### src/rtl/mux_scan_sequencer.sv
// Scanned reader for a 4-to-1 mux: steps the selects, waits SETTLE cycles per
// channel, samples the mux output and hands the 4-bit word over valid/ready.
module mux_scan_sequencer #(
  parameter int unsigned SETTLE = 2
) (
  input  logic       clk,
  input  logic       rst,
  input  logic       start,
  input  logic       mux_out,
  output logic       s0,
  output logic       s1,
  output logic       busy,
  output logic       out_valid,
  input  logic       out_ready,
  output logic [3:0] out_data,
  output logic [7:0] scan_count
);

  typedef enum logic [1:0] {
    ST_IDLE,
    ST_SCAN,
    ST_DONE
  } state_t;

  localparam logic [3:0] CNT_LOAD = 4'(SETTLE - 1);

  state_t      r_state;
  state_t      w_state_nxt;
  logic [1:0]  r_sel;
  logic [1:0]  w_sel_nxt;
  logic [3:0]  r_cnt;
  logic [3:0]  w_cnt_nxt;
  logic [3:0]  r_cap;
  logic [3:0]  w_cap_nxt;
  logic [3:0]  r_data;
  logic [3:0]  w_data_nxt;
  logic        r_valid;
  logic        w_valid_nxt;
  logic        r_busy;
  logic        w_busy_nxt;
  logic [7:0]  r_count;
  logic [7:0]  w_count_nxt;

  always_ff @(posedge clk or posedge rst) begin
    if (rst) begin
      r_state <= ST_IDLE;
      r_sel   <= '0;
      r_cnt   <= '0;
      r_cap   <= '0;
      r_data  <= '0;
      r_valid <= 1'b0;
      r_busy  <= 1'b0;
      r_count <= '0;
    end else begin
      r_state <= w_state_nxt;
      r_sel   <= w_sel_nxt;
      r_cnt   <= w_cnt_nxt;
      r_cap   <= w_cap_nxt;
      r_data  <= w_data_nxt;
      r_valid <= w_valid_nxt;
      r_busy  <= w_busy_nxt;
      r_count <= w_count_nxt;
    end
  end

  always_comb begin
    w_state_nxt = r_state;
    w_sel_nxt   = r_sel;
    w_cnt_nxt   = r_cnt;
    w_cap_nxt   = r_cap;
    w_data_nxt  = r_data;
    w_valid_nxt = r_valid;
    w_busy_nxt  = r_busy;
    w_count_nxt = r_count;
    case (r_state)
      ST_IDLE: begin
        if (start) begin
          w_state_nxt = ST_SCAN;
          w_sel_nxt   = '0;
          w_cnt_nxt   = CNT_LOAD;
          w_busy_nxt  = 1'b1;
        end
      end
      ST_SCAN: begin
        if (r_cnt != '0) begin
          w_cnt_nxt = r_cnt - 4'd1;
        end else begin
          // channel sel lands in bit 3-sel, i.e. the bitwise inverse of sel
          w_cap_nxt[~r_sel] = mux_out;
          if (r_sel != 2'd3) begin
            w_sel_nxt = r_sel + 2'd1;
            w_cnt_nxt = CNT_LOAD;
          end else begin
            w_data_nxt  = {r_cap[3:1], mux_out};
            w_valid_nxt = 1'b1;
            w_sel_nxt   = '0;
            w_busy_nxt  = 1'b0;
            w_state_nxt = ST_DONE;
          end
        end
      end
      ST_DONE: begin
        if (out_ready) begin
          w_valid_nxt = 1'b0;
          w_count_nxt = r_count + 8'd1;
          if (start) begin
            w_state_nxt = ST_SCAN;
            w_sel_nxt   = '0;
            w_cnt_nxt   = CNT_LOAD;
            w_busy_nxt  = 1'b1;
          end else begin
            w_state_nxt = ST_IDLE;
          end
        end
      end
      default: begin
        w_state_nxt = ST_IDLE;
      end
    endcase
  end

  assign s0         = r_sel[1];
  assign s1         = r_sel[0];
  assign busy       = r_busy;
  assign out_valid  = r_valid;
  assign out_data   = r_data;
  assign scan_count = r_count;

endmodule

### config.mk
export PLATFORM = sky130hd
export DESIGN_NAME = mux_scan_sequencer
export DESIGN_NICKNAME = d
export VERILOG_FILES = /design/src/rtl/mux_scan_sequencer.sv
export SDC_FILE = /design/constraint.sdc
export NUM_CORES = 1
export LEC_CHECK = 0
export BUFFER_PORTS_ARGS = -buffer_cell sky130_fd_sc_hd__clkbuf_2
export CELL_PAD_IN_SITES_DETAIL_PLACEMENT = 0
export CELL_PAD_IN_SITES_GLOBAL_PLACEMENT = 1
export CORE_UTILIZATION = 46
export DETAILED_ROUTE_END_ITERATION = 8
export PLACE_DENSITY = 0.88
export SYNTH_ARGS = -nofsm -noshare
export SYNTH_HDL_FRONTEND = slang
export SYNTH_SLANG_ARGS = --single-unit
### constraint.sdc
create_clock -name clk -period 4 [get_ports clk]
set_input_delay 0.2 -clock clk [delete_from_list [all_inputs] [get_ports clk]]
set_output_delay 0.2 -clock clk [all_outputs]
set_load 0.01 [all_outputs]
==> results.py, run 1 <==
metrics = {
    "logic_synthesis": {
        "ys.flop_type": "dfrtp_1",
        "async_flop_share": 1.00,
        "yosysUniqueCellTypes": 33,
        "yosysTopAreaCell": "dfrtp_1",
        "yosys.area.top_type_share": 0.511,
        "syn_area_per_cell_um2": 11.9,
        "synthTopCellsByArea": "dfrtp_1 51%, ha_1 7.2%, mux2_4 4.9%",
        "yosysSeqAreaShare": 0.511,
        "yosys_warnings": 0,
        "synth_cells": 103,
        "synth_nets": 115,
        "synth_edf_count": 0,
        "ys_ff_latch": 25,
        "syn_area_mm2": 0.00122,
    },
    "layout": {
        "nets": 138,
        "stdcell_count": 155,
        "antennaDiodeCount": 0,
        "syn_to_final_growth_pct": 12.1,
        "drive_above_1_share": 0.304,
        "layout_common_cells": "25 x dfrtp_1, 20 x clkbuf_2, 8 x inv_1",
        "final_common_cell": "dfrtp_1",
    },
    "worst_setup_path": {
        "r2r_end": "r_sel[1]",
        "path_class": "flip-flop to flip-flop",
        "critPathLaunch": "r_cnt[0]",
        "path_max_fanout": 6,
        "critical_path_arrival_ns": 1.97,
        "rr_worst_depth": 5,
        "crit_chain": "inv_1 > ha_1 > or3b_1 > a221oi_1 > o21ai_0",
        "cp.required_ns": 4.21,
        "startpoint_type": "flip-flop",
        "rr_startpoint": "r_cnt[0]",
        "reg2reg_slack_ns": 2.24,
        "crit_path_end": "r_sel[1]",
        "cp_slowest_cell": "a221oi_1",
        "crit_path_max_incr_delay_ns": 0.41,
        "end_kind": "flip-flop",
    },
    "clock_network": {
        "cts_tree": "built",
        "clk_latency_ns": 0.32,
        "cts_setup_buffers": 0,
        "clock_sinks": 25,
        "clkTransAtPathRegs_ns": 0.14,
        "htreeDepth": 1,
        "postCtsHoldBufs": 0,
        "cts-root-buf": "clkbuf_4",
        "clock_path_buffers": 2,
        "numCtsBuffers": 3,
        "ctsResizeCount": 0,
    },
    "sta": {
        "min_period_ns": 1.76,
        "worst_pin_slew_ns": 0.927,
        "rsz0062_at_grt": "no",
        "max_slew_margin": 0.381,
        "hold_viol": 0,
        "setup_viol_count_final": 0,
        "whs_ns": 0.0419,
        "finalClockSkew_ns": 0.0140,
        "drv_slew": 0,
        "tns_ns": 0,
        "finalCritPeriodShare": 0.441,
        "fmax_mhz": 567,
    },
    "die": {
        "die_width_um": 53.6,
        "core_region_area_mm2": 0.00250,
        "io_pins": 21,
        "initial_core_util": 0.490,
        "die-area_mm2": 0.00287,
        "die_y_um": 53.6,
        "num_rows": 18,
    },
    "power": {
        "sw_frac_of_total": 0.343,
        "powerDensity_mw_per_mm2": 589,
        "clockPowerShare": 0.140,
        "power_uw": 808,
        "p_sw_uw": 277,
        "p_leak_nw": 0.689,
        "power_frac_comb": 0.376,
        "p_seq_frac": 0.484,
        "peakVddDrop_mv": 0.424,
        "intPower_uw": 531,
    },
    "detailed_routing": {
        "drt_wl_total_mm": 2.09,
        "via_per_inst": 5.24,
        "post_drt_wl_per_cell_um": 13.5,
        "drc_errors": 0,
        "dr.first_iter.drc_count": 8,
        "vias": 812,
        "first_pass_iters": 4,
        "ant_nets": 0,
    },
    "run_status": {
        "outcome": "complete, no violations",
    },
    "global_routing": {
        "antenna_found_initial": 0,
        "grt_util_met1": 0.220,
        "use_met3": 0.0254,
        "grt_pass1_vias": 765,
        "grt-ovfl-total": 0,
        "grt.busiest_layer": "met2",
        "grt_first_pass_wirelength_mm": 3.45,
        "use_met2": 0.281,
        "grt_start_max_net_pins": 26,
        "grtUsageTotal": 0.174,
    },
    "min_path": {
        "holdCritPathClass": "primary input to asynchronous set/reset pin",
    },
    "placed_design": {
        "placed_cells": 151,
        "portBuffers": 20,
        "dp_hpwl_mm": 1.57,
        "gp_congestion": 0.793,
    },
    "job": {
        "max_cap_viol_count": 0,
    },
}
## synthesized netlist by cell type (2+ instances only)
cell type and n:
mux2_2 4, nor3b_2 2, xor2_1 4, a31o_2 3, nor2_1 4, nand3b_1 2, a21o_1 2, o21ai_0 2
nor3_1 5, inv_1 8, xnor2_1 3, nand2_1 3, nand3_1 6, mux2_4 4, nand2b_1 3, ha_1 7
dfrtp_1 25
## cell families (layout without fill, tap and decap cells)
logic type                 after synthesis  after routing  share of synthesized area
buffers and inverters                   10             32                     0.0378
and+or+nand+nor                         36             36                      0.186
xor gates and xnor gates                 7              7                     0.0501
muxes                                    8              8                     0.0858
DFF                                     25             25                      0.511
AOI/OAI and AO/OA                       10             10                     0.0582
adders and majority gates                7              7                     0.0715
## how the worst min path moves through the flow
| stage | from | slack (ns) | endpoint |
|---|---|---|---|
| 2_1_floorplan | rst | 0.23 | busy |
| 3_3_place_gp | rst | 0.42 | scan_count[6] |
| 3_5_place_dp | rst | 0.44 | scan_count[7] |
| 4_1_cts | rst | 0.08 | out_data[3] |
| 5_1_grt | rst | 0.14 | out_data[3] |
| 6_report | rst | 0.04 | scan_count[2] |
## worst max-delay path: cells and delay by family, from the launching register on
family / cells / cell delay (ns)
and+or+nand+nor: 1 / 0.37
adders and majority gates: 1 / 0.22
AOI/OAI and AO/OA: 2 / 0.54
buffers and inverters: 1 / 0.13
DFF: 1 / 0.39
## stage by stage
step                      worst slack [ns]  utilization  instance area (µm²)
after floorplan                       2.45            -                 1220
after global routing                  2.07        0.549                 1370
final                                 2.24        0.549                 1370
after CTS                             2.23        0.549                 1370
after global placement                2.25        0.539                 1350
after detailed placement              2.25        0.539                 1350
## power groups by stage
stage,sequential (mW),combinational (mW),clock [mW]
6_report,0.391,0.304,0.113
3_5_place_dp,0.398,0.309,0
5_1_grt,0.403,0.345,0.125
4_1_cts,0.392,0.311,0.116
3_3_place_gp,0.393,0.301,0
2_1_floorplan,0.402,0.213,0
## cell type report
cell class / instances / area (µm²)
well taps: 30 / 37.5
inverters: 8 / 30.0
flip-flops and latches: 25 / 626
multi-input cells: 68 / 553
repair buffers: 20 / 100
clock buffers: 4 / 26.3
fillers: 212 / 1130
## routing by layer
metal  share of wire  wire length (µm)
met5               0                 0
met4           0.027                56
met3           0.024                51
met2            0.45               935
met1            0.50              1050
## flip-flops by register name, summed over array words and instances (netlist names)
register	flops
scan_count	8
out_data	4
r_cnt	4
r_cap	3
r_sel	2
r_state	2
busy	1
out_valid	1
Power figures use the tool's default switching activity.
==> run 2: changes to the inputs <==
--- a/config.mk
+++ b/config.mk
@@ -5,12 +5,13 @@
 export SDC_FILE = /design/constraint.sdc
 export NUM_CORES = 1
 export LEC_CHECK = 0
+export ABC_AREA = 1
 export BUFFER_PORTS_ARGS = -buffer_cell sky130_fd_sc_hd__clkbuf_2
 export CELL_PAD_IN_SITES_DETAIL_PLACEMENT = 0
 export CELL_PAD_IN_SITES_GLOBAL_PLACEMENT = 1
-export CORE_UTILIZATION = 46
+export CORE_UTILIZATION = 37
 export DETAILED_ROUTE_END_ITERATION = 8
-export PLACE_DENSITY = 0.88
+export PLACE_DENSITY = 0.8
 export SYNTH_ARGS = -nofsm -noshare
 export SYNTH_HDL_FRONTEND = slang
 export SYNTH_SLANG_ARGS = --single-unit
==> constraint.sdc (replaced) <==
create_clock -name clk -period 1.55 [get_ports clk]
set_input_delay 0.0775 -clock clk [delete_from_list [all_inputs] [get_ports clk]]
set_output_delay 0.0775 -clock clk [all_outputs]
set_load 0.01 [all_outputs]
==> results.py, run 2 <==
metrics = {
    "clock_network": {
        "numCtsBuffers": 3,
        "cts-root-buf": "clkbuf_4",
        "clock_sinks": 25,
        "htreeDepth": 1,
        "clk_latency_ns": 0.31,
        "cts_tree": "built",
        "clock_path_buffers": 2,
        "ctsResizeCount": 0,
        "clkTransAtPathRegs_ns": 0.14,
    },
    "worst_setup_path": {
        "crit_family": "simple AND/OR/NAND/NOR gates",
        "crit_path_max_incr_delay_ns": 0.45,
        "cp.buffers_inverters": 0,
        "end_kind": "flip-flop",
        "reg2reg_slack_ns": 0.19,
        "rr_startpoint": "r_sel[0]",
        "path_max_fanout": 7,
        "cp_slowest_cell": "dfrtp_1",
        "rr_worst_depth": 6,
        "crit_top_cell": "nand2_1",
        "cp.required_ns": 1.77,
        "path_class": "flip-flop to flip-flop",
        "r2r_end": "r_cnt[0]",
        "crit_chain": "ha_1 > nand3_1 > nand2_4 > nand2_1 > nand2_1 > nand2_1",
        "startpoint_type": "flip-flop",
        "critical_path_arrival_ns": 1.59,
        "critPathLaunch": "r_sel[0]",
    },
    "logic_synthesis": {
        "syn_area_per_cell_um2": 8.42,
        "yosysSeqAreaShare": 0.473,
        "synth_edf_count": 0,
        "yosys.area.top_type_share": 0.473,
        "ys_ff_latch": 25,
        "yosys_warnings": 0,
        "async_flop_share": 1.00,
        "yosysTopAreaCell": "dfrtp_1",
        "ys.flop_type": "dfrtp_1",
        "synth_nets": 169,
        "syn_area_mm2": 0.00132,
        "synthTopCellsByCount": "60 x nand2_1, 25 x dfrtp_1, 17 x nand3_1",
        "synth_cells": 157,
        "yosys.cell_count.top_type": "nand2_1",
        "synthTopCellsByArea": "dfrtp_1 47%, nand2_1 17%, ha_1 6.6%",
        "yosysUniqueCellTypes": 24,
    },
    "detailed_routing": {
        "ant_nets": 0,
        "drc_errors": 0,
        "via_per_inst": 4.63,
        "drt_wl_total_mm": 2.51,
        "vias": 1065,
        "dr.first_iter.drc_count": 63,
        "first_pass_iters": 4,
        "post_drt_wl_per_cell_um": 10.9,
    },
    "placed_design": {
        "post-place-ws_ns": 0.201,
        "portBuffers": 20,
        "dp_hpwl_mm": 1.87,
        "place_area_mm2": 0.00149,
        "gp_congestion": 0.776,
        "placed_cells": 224,
    },
    "min_path": {
        "hold_depth": 3,
        "holdCritPathClass": "primary input to flip-flop",
        "hold_path_end": "r_cap[3]",
        "hold_path.startpoint": "mux_out",
    },
    "power": {
        "peakVddDrop_mv": 0.641,
        "clockPowerShare": 0.128,
        "power_mw": 2.28,
        "sw_frac_of_total": 0.410,
        "power_frac_comb": 0.420,
        "p_seq_frac": 0.452,
        "p_leak_nw": 0.819,
        "powerDensity_mw_per_mm2": 1490,
        "intPower_mw": 1.35,
        "p_sw_uw": 937,
    },
    "layout": {
        "drive_above_1_share": 0.207,
        "antennaDiodeCount": 0,
        "stdcell_area_mm2": 0.00153,
        "syn_to_final_growth_pct": 16.0,
        "fin_util": 0.453,
        "nets": 197,
        "final_common_cell": "nand2_1",
        "layout_common_cells": "60 x nand2_1, 25 x dfrtp_1, 20 x clkbuf_2",
        "largest_reg_flops": 8,
        "stdcell_count": 230,
    },
    "die": {
        "die_width_um": 61.8,
        "die-area_mm2": 0.00382,
        "die_y_um": 61.8,
        "core_region_area_mm2": 0.00339,
        "num_rows": 21,
        "initial_core_util": 0.390,
        "io_pins": 21,
    },
    "sta": {
        "worst_pin_slew_ns": 0.322,
        "setup_viol_count_final": 0,
        "worst_slack_ns": 0.187,
        "rsz0062_at_grt": "no",
        "fmax_mhz": 734,
        "finalClockSkew_ns": 0.00592,
        "whs_ns": 0.0738,
        "drv_slew": 0,
        "tns_ns": 0,
        "hold_viol": 0,
        "finalCritPeriodShare": 0.879,
        "min_period_ns": 1.36,
        "max_slew_margin": 0.785,
    },
    "global_routing": {
        "grtUsageTotal": 0.144,
        "grt-ovfl-total": 0,
        "antenna_found_initial": 0,
        "grt_first_pass_wirelength_mm": 4.05,
        "grt_start_max_net_pins": 26,
        "grt_pass1_vias": 932,
    },
    "job": {
        "max_cap_viol_count": 0,
    },
    "run_status": {
        "outcome": "complete, no violations",
    },
}
## run 2: routing by layer
layer | GRT usage | vias to the layer above | part of all wire
li1 | - | 552 | -
met1 | 0.190 | 489 | 0.49
met2 | 0.227 | 22 | 0.47
met3 | 0.0311 | 2 | 0.028
met4 | 0.0667 | 0 | 0.0095
met5 | 0 | - | 0
## run 2: cell families after synthesis
| kind of cell | Yosys count | synth area share |
|---|---|---|
| simple gates | 97 | 0.343 |
| flops | 25 | 0.473 |
| buf+inv | 15 | 0.0445 |
| compound gates | 8 | 0.0397 |
| fa+ha+maj | 7 | 0.0662 |
| xor+xnor | 5 | 0.0331 |
## run 2: power groups by stage
stage	registers, mW	clock network (mW)	logic [mW]
6_report	1.03	0.293	0.958
5_1_grt	1.06	0.346	1.13
4_1_cts	1.03	0.312	0.967
3_5_place_dp	1.05	0	0.960
3_3_place_gp	1.04	0	0.929
2_1_floorplan	1.06	0	0.670
## run 2: layout make-up
cell class	instances	area, µm²
fillers	338	1860
repair buffers	23	128
clock buffers	4	26.3
inverters	15	58.8
flip-flops and latches	25	626
multi-input cells	117	638
well taps	46	57.6
## run 2: worst max path at each step
stage | endpoint | slack (ns) | depth (start not counted)
after floorplan | r_cnt[0] | 0.28 | 6
after global placement | r_cnt[0] | 0.22 | 6
final | r_cnt[0] | 0.19 | 6
after detailed placement | r_cnt[0] | 0.20 | 6
after CTS | r_cnt[0] | 0.18 | 6
after global routing | r_cnt[0] | 0.02 | 6
## run 2: worst reg2reg max path: stages, from the launching register on
cell     delay [ns]
dfrtp_1        0.45
ha_1           0.34
nand3_1        0.17
nand2_4        0.12
nand2_1        0.08
nand2_1        0.07
nand2_1        0.05
## run 2: timing repair
| item | CTS | global route |
|---|---|---|
| endpoints found under the hold margin | 25 | 1 |
| setup buffers | 0 | 0 |
| endpoints found under the setup margin | 0 | 0 |
| hold buffers | 1 | 1 |
==> run 3: changes to the inputs <==
--- a/config.mk
+++ b/config.mk
@@ -11,7 +11,8 @@
 export CELL_PAD_IN_SITES_GLOBAL_PLACEMENT = 1
 export CORE_UTILIZATION = 37
 export DETAILED_ROUTE_END_ITERATION = 8
-export PLACE_DENSITY = 0.8
+export GPL_TIMING_DRIVEN = 0
+export PLACE_DENSITY_LB_ADDON = 0.1
 export SYNTH_ARGS = -nofsm -noshare
 export SYNTH_HDL_FRONTEND = slang
 export SYNTH_SLANG_ARGS = --single-unit
==> results.py, run 3 (synthesized netlist as in run 2, its figures left out) <==
metrics = {
    "run_status": {
        "outcome": "complete, no violations",
    },
    "worst_setup_path": {
        "crit_family": "simple AND/OR/NAND/NOR gates",
        "cp.buffers_inverters": 0,
        "startpoint_type": "flip-flop",
        "crit_path_max_incr_delay_ns": 0.47,
        "end_kind": "flip-flop",
        "cp_slowest_cell": "dfrtp_1",
        "path_max_fanout": 7,
        "crit_chain": "ha_1 > nand3_1 > nand2_4 > nand2_1 > nand2_1 > nand2_1",
        "crit_top_cell": "nand2_1",
        "path_class": "flip-flop to flip-flop",
        "cp.required_ns": 1.78,
        "critical_path_arrival_ns": 1.64,
    },
    "die": {
        "num_rows": 21,
        "core_region_area_mm2": 0.00339,
        "io_pins": 21,
        "die_y_um": 61.8,
        "die_width_um": 61.8,
        "die-area_mm2": 0.00382,
        "initial_core_util": 0.390,
    },
    "layout": {
        "syn_to_final_growth_pct": 15.7,
        "layout_common_cells": "60 x nand2_1, 25 x dfrtp_1, 20 x clkbuf_2",
        "final_common_cell": "nand2_1",
        "nets": 196,
        "drive_above_1_share": 0.208,
        "largest_reg_flops": 8,
        "antennaDiodeCount": 0,
        "fin_util": 0.451,
    },
    "detailed_routing": {
        "drt_wl_total_mm": 2.44,
        "via_per_inst": 4.48,
        "drc_errors": 0,
        "vias": 1025,
        "ant_nets": 0,
        "dr.first_iter.drc_count": 43,
        "first_pass_iters": 4,
        "post_drt_wl_per_cell_um": 10.6,
    },
    "placed_design": {
        "dp_hpwl_mm": 1.82,
        "portBuffers": 20,
        "gp_congestion": 0.784,
    },
    "global_routing": {
        "grt_start_max_net_pins": 26,
        "antenna_found_initial": 0,
        "grt_pass1_vias": 904,
        "grtUsageTotal": 0.134,
        "grt-ovfl-total": 0,
        "grt_first_pass_wirelength_mm": 3.80,
    },
    "clock_network": {
        "cts_setup_buffers": 0,
        "clk_latency_ns": 0.32,
        "cts_tree": "built",
        "cts-root-buf": "clkbuf_4",
        "postCtsHoldBufs": 2,
        "htreeDepth": 1,
        "numCtsBuffers": 3,
        "clock_sinks": 25,
        "ctsResizeCount": 0,
        "clkTransAtPathRegs_ns": 0.15,
        "clock_path_buffers": 2,
    },
    "sta": {
        "rsz0062_at_grt": "no",
        "worst_pin_slew_ns": 0.959,
        "finalCritPeriodShare": 0.910,
        "drv_slew": 0,
        "setup_viol_count_final": 0,
        "finalClockSkew_ns": 0.00856,
        "fmax_mhz": 709,
        "tns_ns": 0,
        "hold_viol": 0,
        "min_period_ns": 1.41,
        "max_slew_margin": 0.360,
    },
    "power": {
        "p_leak_nw": 0.813,
        "powerDensity_mw_per_mm2": 1490,
        "peakVddDrop_mv": 0.562,
    },
    "job": {
        "max_cap_viol_count": 0,
    },
    "min_path": {
        "holdCritPathClass": "primary input to flip-flop",
    },
}
-- run 3: per-layer routing --
layer / vias to the layer above / track usage / part of all wire
met1: 458 / 0.176 / 0.51
met3: 2 / 0.0269 / 0.022
met4: 0 / 0.0413 / 0.0078
met2: 15 / 0.224 / 0.46
met5: - / 0 / 0
li1: 550 / - / -
-- run 3: final timing paths --
path                             start            end  slack (ns)  cells after the start
min in group asynchronous          rst    out_data[2]        0.47                      3
setup / recovery              r_sel[0]       r_cnt[0]        0.14                      6
hold reg to reg            out_data[2]    out_data[2]        0.50                      2
max in group asynchronous          rst  scan_count[7]        0.49                      3
setup reg to reg              r_sel[0]       r_cnt[0]        0.14                      6
hold / removal                 mux_out    out_data[0]        0.04                      3
-- run 3: power by group --
group | total [mW] | internal [mW] | switching [mW]
registers | 1.03 | 0.856 | 0.172
logic | 0.944 | 0.380 | 0.564
clock network | 0.309 | 0.0985 | 0.211
total | 2.28 | 1.34 | 0.947
-- run 3: tightest hold or removal path, stage by stage --
cell,delay [ns]
clkbuf_2,0.08
inv_1,0.11
o21ai_1,0.08
-- run 3: final cells by class --
| class | instances | area [µm²] |
|---|---|---|
| Fill cell | 350 | 1860 |
| Multi-Input combinational cell | 117 | 638 |
| Sequential cell | 25 | 626 |
| Timing Repair Buffer | 22 | 120 |
| Inverter | 15 | 58.8 |
| Tap cell | 46 | 57.6 |
| Clock buffer | 3 | 22.5 |
| Clock inverter | 1 | 7.51 |
-- run 3: metrics by stage --
step	total power, mW	std cells	hold slack [ns]	instance area, µm²	setup WS [ns]
4_1_cts	2.32	229	0.0266	1530	0.120
3_3_place_gp	1.98	223	0.333	1480	0.179
5_1_grt	2.48	229	0.0298	1530	0.00101
2_1_floorplan	1.73	157	0.105	1320	0.278
3_5_place_dp	2.00	223	0.339	1480	0.150
6_report	2.28	229	0.0392	1530	0.140
